`config.mk`:
```
export PLATFORM = sky130hd
export DESIGN_NAME = sprite_cmd_scheduler
export DESIGN_NICKNAME = d
export VERILOG_FILES = /design/src/rtl/sprite_cmd_scheduler.sv
export SDC_FILE = /design/constraint.sdc
export NUM_CORES = 1
export LEC_CHECK = 0
export BUFFER_PORTS_ARGS = -buffer_cell sky130_fd_sc_hd__buf_2
export CAP_MARGIN = 20
export CORE_UTILIZATION = 50
export CTS_CLUSTER_DIAMETER = 120
export DETAILED_ROUTE_END_ITERATION = 8
export GPL_ROUTABILITY_DRIVEN = 0
export PLACE_DENSITY = 0.67
export SLEW_MARGIN = 40
export SYNTH_ARGS = -nofsm -noshare
export SYNTH_HDL_FRONTEND = slang
export SYNTH_SLANG_ARGS = --single-unit
```
`constraint.sdc`:
```
create_clock -name clk -period 10.25 [get_ports clk]
set_clock_uncertainty 0.1 [all_clocks]
set_input_delay 0.5125 -clock clk [delete_from_list [all_inputs] [get_ports clk]]
set_output_delay 0.5125 -clock clk [all_outputs]
set_load 0.005 [all_outputs]
```
`src/rtl/sprite_cmd_scheduler.sv`:
```
// Command FIFO + ping-pong flush scheduler feeding the sprite display blocks.
// Optional flush-done interrupt: define SPRITE_CMD_IRQ_EN.
module sprite_cmd_scheduler #(
  parameter int DEPTH    = 16,
  parameter int V_ACTIVE = 480
) (
  input  logic        clk,
  input  logic        reset,
  input  logic        chipselect,
  input  logic        write,
  input  logic        read,
  input  logic [1:0]  address,
  input  logic [31:0] writedata,
  output logic [31:0] readdata,
  input  logic [9:0]  hcount,
  input  logic [9:0]  vcount,
  output logic [31:0] cmd_out,
  output logic        irq,
  output logic [1:0]  dbg_state_o,
  output logic        dbg_vblank_o
);
  localparam int AW = $clog2(DEPTH);
  localparam int LW = AW + 1;

  typedef enum logic [1:0] {S_IDLE = 2'd0, S_WAIT_VB = 2'd1, S_FLUSH = 2'd2} state_e;

  state_e          state_q, state_d;
  logic [32:0]     mem_q [DEPTH];
  logic [AW-1:0]   rd_ptr_q, wr_ptr_q;
  logic [LW-1:0]   level_q, level_d;
  logic            back_q, ff_q, ovf_q, bad_q, irq_q;
  logic            back_d, ff_d, ovf_d, bad_d;
  logic [31:0]     stage_q, stage_d, cmd_q, rdata_q, rdata_d, status;
  logic [32:0]     head, push_data;
  logic            empty, full, pop, push, push_req, bad_set, ovf_set, clr_flags, in_vblank;

  // Writes are never back-pressured: a push either lands this cycle or is dropped and flagged.
  assign head      = mem_q[rd_ptr_q];
  assign empty     = (level_q == '0);
  assign full      = (level_q == LW'(DEPTH));
  assign in_vblank = (vcount >= 10'(V_ACTIVE));
  assign bad_set   = chipselect && write && (address == 2'd0) && (writedata[20:17] == 4'b1111);
  assign push_req  = chipselect && write && (((address == 2'd0) && !bad_set) || (address == 2'd1));
  assign push      = push_req && (!full || pop);
  assign ovf_set   = push_req && full && !pop;
  assign clr_flags = chipselect && write && (address == 2'd3);
  assign push_data = (address == 2'd1) ? {1'b1, 32'h0} : {1'b0, writedata};

  always_ff @(posedge clk or posedge reset) begin
    if (reset) state_q <= S_IDLE;
    else       state_q <= state_d;
  end

  always_comb begin
    state_d = state_q;
    case (state_q)
      S_IDLE:    if (!empty && head[32]) state_d = S_WAIT_VB;
      S_WAIT_VB: if (in_vblank && !ff_q) state_d = S_FLUSH;
      S_FLUSH:   state_d = S_IDLE;
      default:   state_d = S_IDLE;
    endcase
  end

  always_comb begin
    pop     = 1'b0;
    stage_d = 32'h0;
    case (state_q)
      S_IDLE: if (!empty && !head[32]) begin
        pop     = 1'b1;
        stage_d = {head[31:14], back_q, head[12:0]};
      end
      S_FLUSH: begin
        pop     = 1'b1;
        stage_d = {6'd0, 5'd0, 4'b1111, 3'd0, back_q, 13'd0};
      end
      default: ;
    endcase
  end

  always_comb begin
    level_d = level_q + LW'(push) - LW'(pop);
    back_d  = (state_q == S_FLUSH) ? ~back_q : back_q;
    // One swap per frame: armed again only when the frame restarts at line 0.
    ff_d    = (state_q == S_FLUSH) ? 1'b1 : ((vcount == 10'd0) ? 1'b0 : ff_q);
    ovf_d   = clr_flags ? 1'b0 : (ovf_q | ovf_set);
    bad_d   = clr_flags ? 1'b0 : (bad_q | bad_set);
    status  = {19'd0, irq_q, bad_q, ovf_q, (state_q != S_IDLE), back_q, 8'(level_q)};
    rdata_d = (chipselect && read) ? status : rdata_q;
  end

  always_ff @(posedge clk or posedge reset) begin
    if (reset) begin
      rd_ptr_q <= '0;
      wr_ptr_q <= '0;
      level_q  <= '0;
      back_q   <= 1'b1;
      ff_q     <= 1'b0;
      ovf_q    <= 1'b0;
      bad_q    <= 1'b0;
      stage_q  <= 32'h0;
      cmd_q    <= 32'h0;
      rdata_q  <= 32'h0;
    end else begin
      if (pop)  rd_ptr_q <= rd_ptr_q + AW'(1);
      if (push) wr_ptr_q <= wr_ptr_q + AW'(1);
      level_q <= level_d;
      back_q  <= back_d;
      ff_q    <= ff_d;
      ovf_q   <= ovf_d;
      bad_q   <= bad_d;
      stage_q <= stage_d;
      cmd_q   <= stage_q;
      rdata_q <= rdata_d;
    end
  end

  always_ff @(posedge clk) begin
    if (push) mem_q[wr_ptr_q] <= push_data;
  end

`ifdef SPRITE_CMD_IRQ_EN
  // Set wins over an acknowledge landing in the same cycle.
  always_ff @(posedge clk or posedge reset) begin
    if (reset)                   irq_q <= 1'b0;
    else if (state_q == S_FLUSH) irq_q <= 1'b1;
    else if (chipselect && write && (address == 2'd2)) irq_q <= 1'b0;
  end
`else
  assign irq_q = 1'b0;
`endif

  assign cmd_out      = cmd_q;
  assign readdata     = rdata_q;
  assign irq          = irq_q;
  assign dbg_state_o  = state_q;
  assign dbg_vblank_o = (vcount == 10'(V_ACTIVE)) && (hcount == 10'd0);
endmodule
```
==> results of run 1 <==
[cell families (layout without fill, tap and decap cells)]
group | after synthesis | in the layout | synth area share
AOI/OAI and AO/OA | 77 | 77 | 0.0238
xor gates and xnor gates | 11 | 11 | 0.00417
adders and majority gates | 12 | 12 | 0.00683
buffers and inverters | 93 | 250 | 0.0235
DFF | 604 | 604 | 0.766
muxes | 182 | 182 | 0.143
other | 1 | 24 | 0.000163
and+or+nand+nor | 137 | 137 | 0.0323
[worst min-delay path by stage]
stage                     slack, ps  depth (start not counted)             end        start
after floorplan                 230                          0      cmd_out[0]   stage_q[0]
after global placement          230                          0     cmd_out[17]  stage_q[17]
after detailed placement        230                          0     cmd_out[19]  stage_q[19]
after CTS                       130                          4  dbg_state_o[0]    vcount[9]
after global routing            160                          4            ff_q    vcount[6]
final                           150                          4  dbg_state_o[0]    vcount[9]
[cells in the final DEF (no fill, tap or decap), drive strengths merged, types with 14 or more instances in the layout]
master and instances:
nand2 28, o221ai 24, o21ai 14, inv 17
buf 123, nor2 21, nor2b 20, dfrtp 91
mux4 117, and2 37, clkinv 23, mux2i 54
conb 24, edfxtp 512, clkbuf 80
[report_power, final]
group | internal, W | switching (W)
registers | 0.00285 | 0.000117
logic | 0.000708 | 0.000723
clock network | 0.00123 | 0.000881
total | 0.00478 | 0.00172
[stage by stage]
| step | cell area (sq um) | power (W) | utilization | hold WS [ps] |
|---|---|---|---|---|
| 2_1_floorplan | 23200 | 0.00411 | - | 231 |
| 3_3_place_gp | 24100 | 0.00443 | 0.531 | 232 |
| 3_5_place_dp | 24200 | 0.00446 | 0.531 | 235 |
| 4_1_cts | 26100 | 0.00657 | 0.573 | 131 |
| 5_1_grt | 26100 | 0.00678 | 0.573 | 157 |
| 6_report | 26100 | 0.00650 | 0.573 | 155 |
[routing by layer]
metal	vias up	routed length [um]	GRT usage	part of all wire
li1	4716	-	-	-
met1	5788	20300	0.294	0.43
met2	365	23000	0.334	0.49
met3	64	2980	0.0369	0.063
met4	0	753	0.0465	0.016
met5	-	0	0	0
[critical path, stage by stage, from the launching register on]
cell and delay, ps:
dfrtp_4 620, buf_6 560, mux4_2 450, a22oi_2 220
buf_4 560, nand2_4 140, ha_1 310, inv_1 60
ha_1 150, inv_1 60, fa_1 420, inv_1 70
a21oi_1 70, nor2_1 90, nor2_1 60, xnor2_1 120
[final cells by class]
cell class / instances / area, sq um
Sequential cell: 604 / 17700
Timing Repair Buffer: 124 / 696
Clock buffer: 80 / 1630
Clock inverter: 30 / 272
Inverter: 16 / 62.6
Fill cell: 3347 / 19400
Tap cell: 600 / 751
Multi-Input combinational cell: 443 / 4980
[registers in the layout, summed over array words and instances (netlist names), 2 cells and up]
signal	cells
mem_q	512
cmd_out	32
stage_q	32
readdata	9
level_q	5
rd_ptr_q	4
wr_ptr_q	4
dbg_state_o	2
[what timing repair did]
action / in CTS / in global routing
hold buffers: 1 / 0
resized for setup: 0 / 0
hold endpoints to repair: 25 / 0
==> flow_metrics.tcl, run 1 <==
set metrics [dict create \
    clockRootBuffer "clkbuf_16" \
    fin_cells 1897 \
    grt_max_degree 73 \
    drive_gt1_frac 0.278 \
    crit_type "flop to flop" \
    r2r_start "rd_ptr_q[0]" \
    status "finished, final reports clean" \
    antenna_left 0 \
    hpwl_um 23700 \
    tightest_slew_ps 845 \
    cts_buffer_depth 3 \
    end_kind "flop" \
    synth_commonest_cells "edfxtp_1, mux4_2, dfrtp_1" \
    maxSlewHeadroom 0.437 \
    htree_levels 2 \
    cellPowerDensity_nw_per_um2 249 \
    design.die.area_sq_um 47000 \
    grt_pass1_wl_um 70400 \
    syn2layout_area_growth_pct 13.0 \
    critPathRequiredTime_ps 10630 \
    dp.cells 1786 \
    post-cts-setup-buffers 0 \
    die_w_um 217 \
    cts_made_buffers 59 \
    drt_wl_total_um 47000 \
    period_share 0.417 \
    fin_crit_ps 4270 \
    cts_tree "built" \
    antenna_found_initial 0 \
    viasPerCell 5.76 \
    startpoint_type "flop" \
    min_path_type "input pin to flop" \
    synth_warnings 0 \
    setup_viol 0 \
    antenna-diode-count 0 \
    reg2regPathDepth 15 \
    fin_tns_setup_ps 0 \
    netlist_instances 1117 \
    rrSetupSlack_ps 5980 \
    synth_cell_types 47 \
    drc_errors 0 \
    grt_remaining_overflow 0 \
    synth_top_flop_cell "edfxtp_1" \
    fmax_mhz 234 \
    worstPathArrival_ps 4650 \
    pin_count 127 \
    path_clk_slew_ps 60 \
    synth.most_common_cell "edfxtp_1" \
    maxCapViolCount 0 \
    r2r-end "level_q[4]" \
    rows 78 \
    start_util 0.507 \
    coreArea_sq_um 45500 \
    synth_top_area_share 0.666 \
    worstSetupEndpoint "level_q[4]" \
    rsz0062_at_grt "no" \
    vias 10933 \
    clk_latency_ps 610 \
    yosys.area.top_type "edfxtp_1" \
    slew_viol_final 0 \
    grtUsageTotal 0.206 \
    timing.final.ws_setup_ps 5980 \
    dpl_worst_slack_ps 5970 \
    synth_edf_count 512 \
    ys_seq_area_frac 0.766 \
    ys_top_cells_by_area "edfxtp_1, mux4_2, dfrtp_1, mux2i_1, buf_4" \
    grt_pass1_vias 11097 \
    drt_iter0_markers 1174 \
    synth_area_per_cell_sq_um 20.7 \
    drtPass1Iterations 5 \
    cts_num_sinks 604 \
    ys_seq_elements 604 \
    layout.nets 1319 \
    crit_start "rd_ptr_q[0]" \
    syn_area_sq_um 23100 \
    hold_viol 0 \
    io_buffers 101 \
    ir_drop_mv 0.135 \
    avgRoutedWirePerCell_um 24.8 \
    p_leak_nw 9.18 \
    die_h_um 217 \
    path_max_fanout 55 \
    synthArstFlopShare 0.152 \
]
No activity file was read; power rests on OpenSTA's default activity.
==> run 2: changes to the inputs <==
Clock period 10.25 ns to 4.1 ns, I/O delays scaled along.
==> flow_metrics.tcl, run 2 (synthesis results as in run 1) <==
set metrics [dict create \
    status "finished, final reports clean" \
    worstPathArrival_ps 3980 \
    path_cells "inv_1 -> ha_1 -> or3b_1 -> o21ai_0 -> nor2_1 -> a22oi_2 -> a21oi_1 -> inv_1 -> ha_1 -> inv_1 -> ha_1 -> inv_1 -> fa_1 -> inv_1 -> a21oi_1 -> nor2_1 -> nor2_1 -> xnor2_1" \
    hpwl_um 24300 \
    vias 11066 \
    fin_cells 1920 \
    critPathMostFrequentCell "inv_1" \
    htree_levels 2 \
    post-cts-setup-buffers 0 \
    drt_iter0_markers 1219 \
    design.die.area_sq_um 47000 \
    layout_commonest_cell "edfxtp_1" \
    p_leak_nw 9.32 \
    io_buffers 101 \
    die_w_um 217 \
    clk_latency_ps 630 \
    crit_type "flop to flop" \
    cts_tree "built" \
    maxCapViolCount 0 \
    cp_num_cells 18 \
    fin_tns_setup_ps 0 \
    cp_slowest_cell "fa_1" \
    antenna_left 0 \
    die_h_um 217 \
    largest-register "mem_q" \
    drtPass1Iterations 5 \
    cts_made_buffers 59 \
    cellPowerDensity_nw_per_um2 622 \
    period_share 0.873 \
    drc_errors 0 \
    antenna_found_initial 0 \
    path_max_fanout 5 \
    setup_viol 0 \
    path_clk_slew_ps 60 \
    grt_max_degree 69 \
    hold_viol 0 \
    end_kind "flop" \
    slew_viol_final 0 \
    grt_pass1_vias 11135 \
    tightest_slew_ps 789 \
    reg2regPathDepth 18 \
    total_power_w 0.0164 \
    syn2layout_area_growth_pct 14.2 \
    pin_count 127 \
    final_cell_mix "edfxtp_1, mux4_2, buf_2, dfrtp_1, clkbuf_16" \
    fill_cells 3348 \
    start_util 0.507 \
    layout.nets 1340 \
    avgRoutedWirePerCell_um 24.2 \
    critPathBufInv 5 \
    cts_buffer_depth 3 \
    cts_num_sinks 604 \
    startpoint_type "flop" \
    fin_crit_ps 3580 \
    grtUsageTotal 0.205 \
    min_path_type "input pin to flop" \
    path_delay_family "adder cells" \
    drt_wl_total_um 46600 \
    rows 78 \
    timing.final.ws_setup_ps 519 \
    clockRootBuffer "clkbuf_16" \
    viasPerCell 5.76 \
    slowest_delay_ps 430 \
    maxSlewHeadroom 0.474 \
    dpl_worst_slack_ps 541 \
    coreArea_sq_um 45500 \
    fmax_mhz 279 \
    antenna-diode-count 0 \
    critPathRequiredTime_ps 4500 \
    largest_reg_flops 512 \
    grt_remaining_overflow 0 \
    grt_pass1_wl_um 70200 \
    hold_path_depth 5 \
    rsz0062_at_grt "no" \
    dp.cells 1795 \
    drive_gt1_frac 0.283 \
    ir_drop_mv 0.368 \
]
run 2: layout make-up:
type	instances	area (sq um)	share of cell area
inverters	16	65.1	0.00247
clock inverters	25	267	0.0101
multi-input cells	443	5000	0.190
repair buffers	145	927	0.0352
well taps	600	751	0.0285
clock buffers	87	1670	0.0634
flip-flops and latches	604	17700	0.671
run 2: final timing paths:
path / startpoint / endpoint / slack, ps
hold / removal: vcount[5] / dbg_state_o[0] / 30
min in group asynchronous: reset / cmd_out[18] / 130
hold reg to reg: stage_q[15] / cmd_out[15] / 250
max in group asynchronous: reset / stage_q[2] / 2920
setup / recovery: level_q[3] / level_q[4] / 520
setup reg to reg: level_q[3] / level_q[4] / 520
run 2: per-layer routing:
layer  part of all wire  global-route usage
met4              0.022              0.0589
met2               0.48               0.322
met3              0.068              0.0370
met1               0.43               0.296
met5                  0                   0
run 2: worst min-delay path, stage by stage:
cell     delay [ps]
buf_2            80
nand4_1          80
nor2b_1         160
nor2_1          100
o32ai_1          80
run 2: per-stage QoR:
step                      utilization  hold WS (ps)  cell area [sq um]
after detailed placement        0.534           236              24300
after floorplan                     -           231              23200
after global placement          0.533           234              24200
after global routing            0.580          72.4              26400
final                           0.580          31.9              26400
after CTS                       0.579          14.5              26300
run 2: where the power goes:
part	switching (W)	leakage (nW)	total, W	internal (W)
clock	0.00228	0.956	0.00537	0.00309
sequential	0.000205	5.86	0.00732	0.00712
combinational	0.00189	2.50	0.00371	0.00182
total	0.00437	9.32	0.0164	0.0120
run 2: repair_timing:
action | in CTS | in global routing
hold endpoints to repair | 73 | 0
hold buffers | 12 | 0
gates resized for setup | 0 | 0
==> run 3: changes to the inputs <==
Settings changed: GPL_TIMING_DRIVEN from default to 0.
==> flow_metrics.tcl, run 3 (synthesis results as in run 1) <==
set metrics [dict create \
    avgRoutedWirePerCell_um 26.0 \
    power_frac_seq 0.435 \
    crit_type "flop to flop" \
    critPathMostFrequentCell "inv_1" \
    cts_made_buffers 58 \
    antenna_left 0 \
    switchingPower_w 0.00461 \
    total_power_w 0.0167 \
    die_w_um 217 \
    tightest_slew_ps 894 \
    die_h_um 217 \
    rsz0062_at_grt "no" \
    drive_gt1_frac 0.295 \
    drc_errors 0 \
    path_max_fanout 10 \
    fin_crit_ps 3780 \
    final_cell_mix "edfxtp_1, mux4_2, buf_2, dfrtp_1, clkbuf_16" \
    holdPathEnd "dbg_state_o[0]" \
    antenna-diode-count 0 \
    p_clk_frac 0.315 \
    startpoint_type "flop" \
    status "finished, final reports clean" \
    worstPathArrival_ps 4160 \
    min_from "vcount[5]" \
    cp_slowest_cell "fa_1" \
    ir_drop_mv 0.409 \
    start_util 0.507 \
    design.die.area_sq_um 47000 \
    grt_pass1_wl_um 75900 \
    grtUsageTotal 0.226 \
    path_clk_slew_ps 60 \
    p_leak_nw 9.56 \
    cts_tree "built" \
    htree_levels 2 \
    viasPerCell 5.76 \
    hpwl_um 30400 \
    period_share 0.923 \
    maxCapViolCount 0 \
    reg2regPathDepth 19 \
    end_kind "flop" \
    fmax_mhz 264 \
    p_sw_frac 0.276 \
    path_cells "inv_1 -> ha_1 -> or3b_1 -> o21ai_1 -> nor2_1 -> a22oi_2 -> a21oi_1 -> buf_2 -> inv_1 -> ha_1 -> inv_1 -> ha_1 -> inv_1 -> fa_1 -> inv_1 -> a21oi_1 -> nor2_1 -> nor2_1 -> xnor2_1" \
    grt_remaining_overflow 0 \
    p_comb_frac 0.251 \
    grt_max_degree 74 \
    hold_ws_ps 28.8 \
    largest_reg_flops 512 \
    syn2layout_area_growth_pct 16.4 \
    antenna_found_initial 0 \
    coreArea_sq_um 45500 \
    slew_viol_final 0 \
    setup_viol 0 \
    cts_buffer_depth 3 \
    cts_num_sinks 604 \
    drtPass1Iterations 5 \
    drt_iter0_markers 1253 \
    min_path_type "input pin to flop" \
    pin_count 127 \
    hold_path_depth 5 \
    hold_viol 0 \
    grt_pass1_vias 11443 \
    r2r-end "level_q[4]" \
    intPower_w 0.0121 \
    clockRootBuffer "clkbuf_16" \
    layout_commonest_cell "edfxtp_1" \
    critPathRequiredTime_ps 4480 \
    rrSetupSlack_ps 320 \
    slowest_delay_ps 430 \
    path_delay_family "adder cells" \
    cellPowerDensity_nw_per_um2 623 \
    drt_wl_total_um 51500 \
    io_buffers 101 \
    vias 11414 \
    rows 78 \
    r2r_start "level_q[2]" \
    largest-register "mem_q" \
    layout.nets 1403 \
    clk_latency_ps 620 \
    maxSlewHeadroom 0.404 \
    critPathBufInv 6 \
]
-- run 3: layout make-up --
| type | instances | area [sq um] |
|---|---|---|
| Tap cell | 600 | 751 |
| Inverter | 16 | 67.6 |
| Clock inverter | 24 | 273 |
| Buffer | 77 | 497 |
| Sequential cell | 604 | 17700 |
| Timing Repair Buffer | 132 | 993 |
| Multi-Input combinational cell | 443 | 5010 |
| Clock buffer | 84 | 1590 |
| Fill cell | 3342 | 18600 |
-- run 3: tightest hold or removal path, cell delays in order --
cell and delay, ps:
buf_2 90, nand4_1 90, nor2b_1 170, nor2_1 80, o32ai_1 70
-- run 3: layer usage --
metal,GRT usage,share of wire,vias up
met2,0.359,0.48,475
met1,0.326,0.43,5978
met3,0.0376,0.070,72
met4,0.0622,0.020,0
li1,-,-,4889
met5,0,0,-
-- run 3: power groups by stage --
stage / logic (W) / registers (W) / clock network, W
global placement: 0.00410 / 0.00738 / 0
detailed placement: 0.00420 / 0.00739 / 0
floorplan: 0.00290 / 0.00737 / 0
global route: 0.00450 / 0.00731 / 0.00557
CTS: 0.00423 / 0.00727 / 0.00533
finish: 0.00419 / 0.00727 / 0.00526
-- run 3: worst max-delay path by stage --
stage                  endpoint        from  slack, ps  cells after the start
finish               level_q[4]  level_q[2]        320                     19
global route         level_q[4]  level_q[2]        100                     19
CTS                  level_q[4]  level_q[2]        170                     19
detailed placement   level_q[4]  level_q[2]        200                     19
global placement    mem_q[2][9]  level_q[2]       -250                      9
floorplan            level_q[4]  level_q[3]        830                     19
-- run 3: per-stage QoR --
stage / setup WS, ps / std cells / util / cell area, sq um / TNS (ps)
after global placement: -251 / 1841 / 0.537 / 24400 / -33710
final: 315 / 1980 / 0.591 / 26900 / 0
after CTS: 166 / 1980 / 0.591 / 26900 / 0
after global routing: 104 / 1980 / 0.591 / 26900 / 0
after detailed placement: 202 / 1858 / 0.546 / 24900 / 0
after floorplan: 834 / 1140 / - / 23200 / 0
-- run 3: timing repair --
action | in CTS | in global routing
resized for setup | 0 | 1
endpoints found under the setup margin | 0 | 1
buffers inserted | 0 | 0
hold buffers | 14 | 0
hold endpoints to repair | 100 | 0
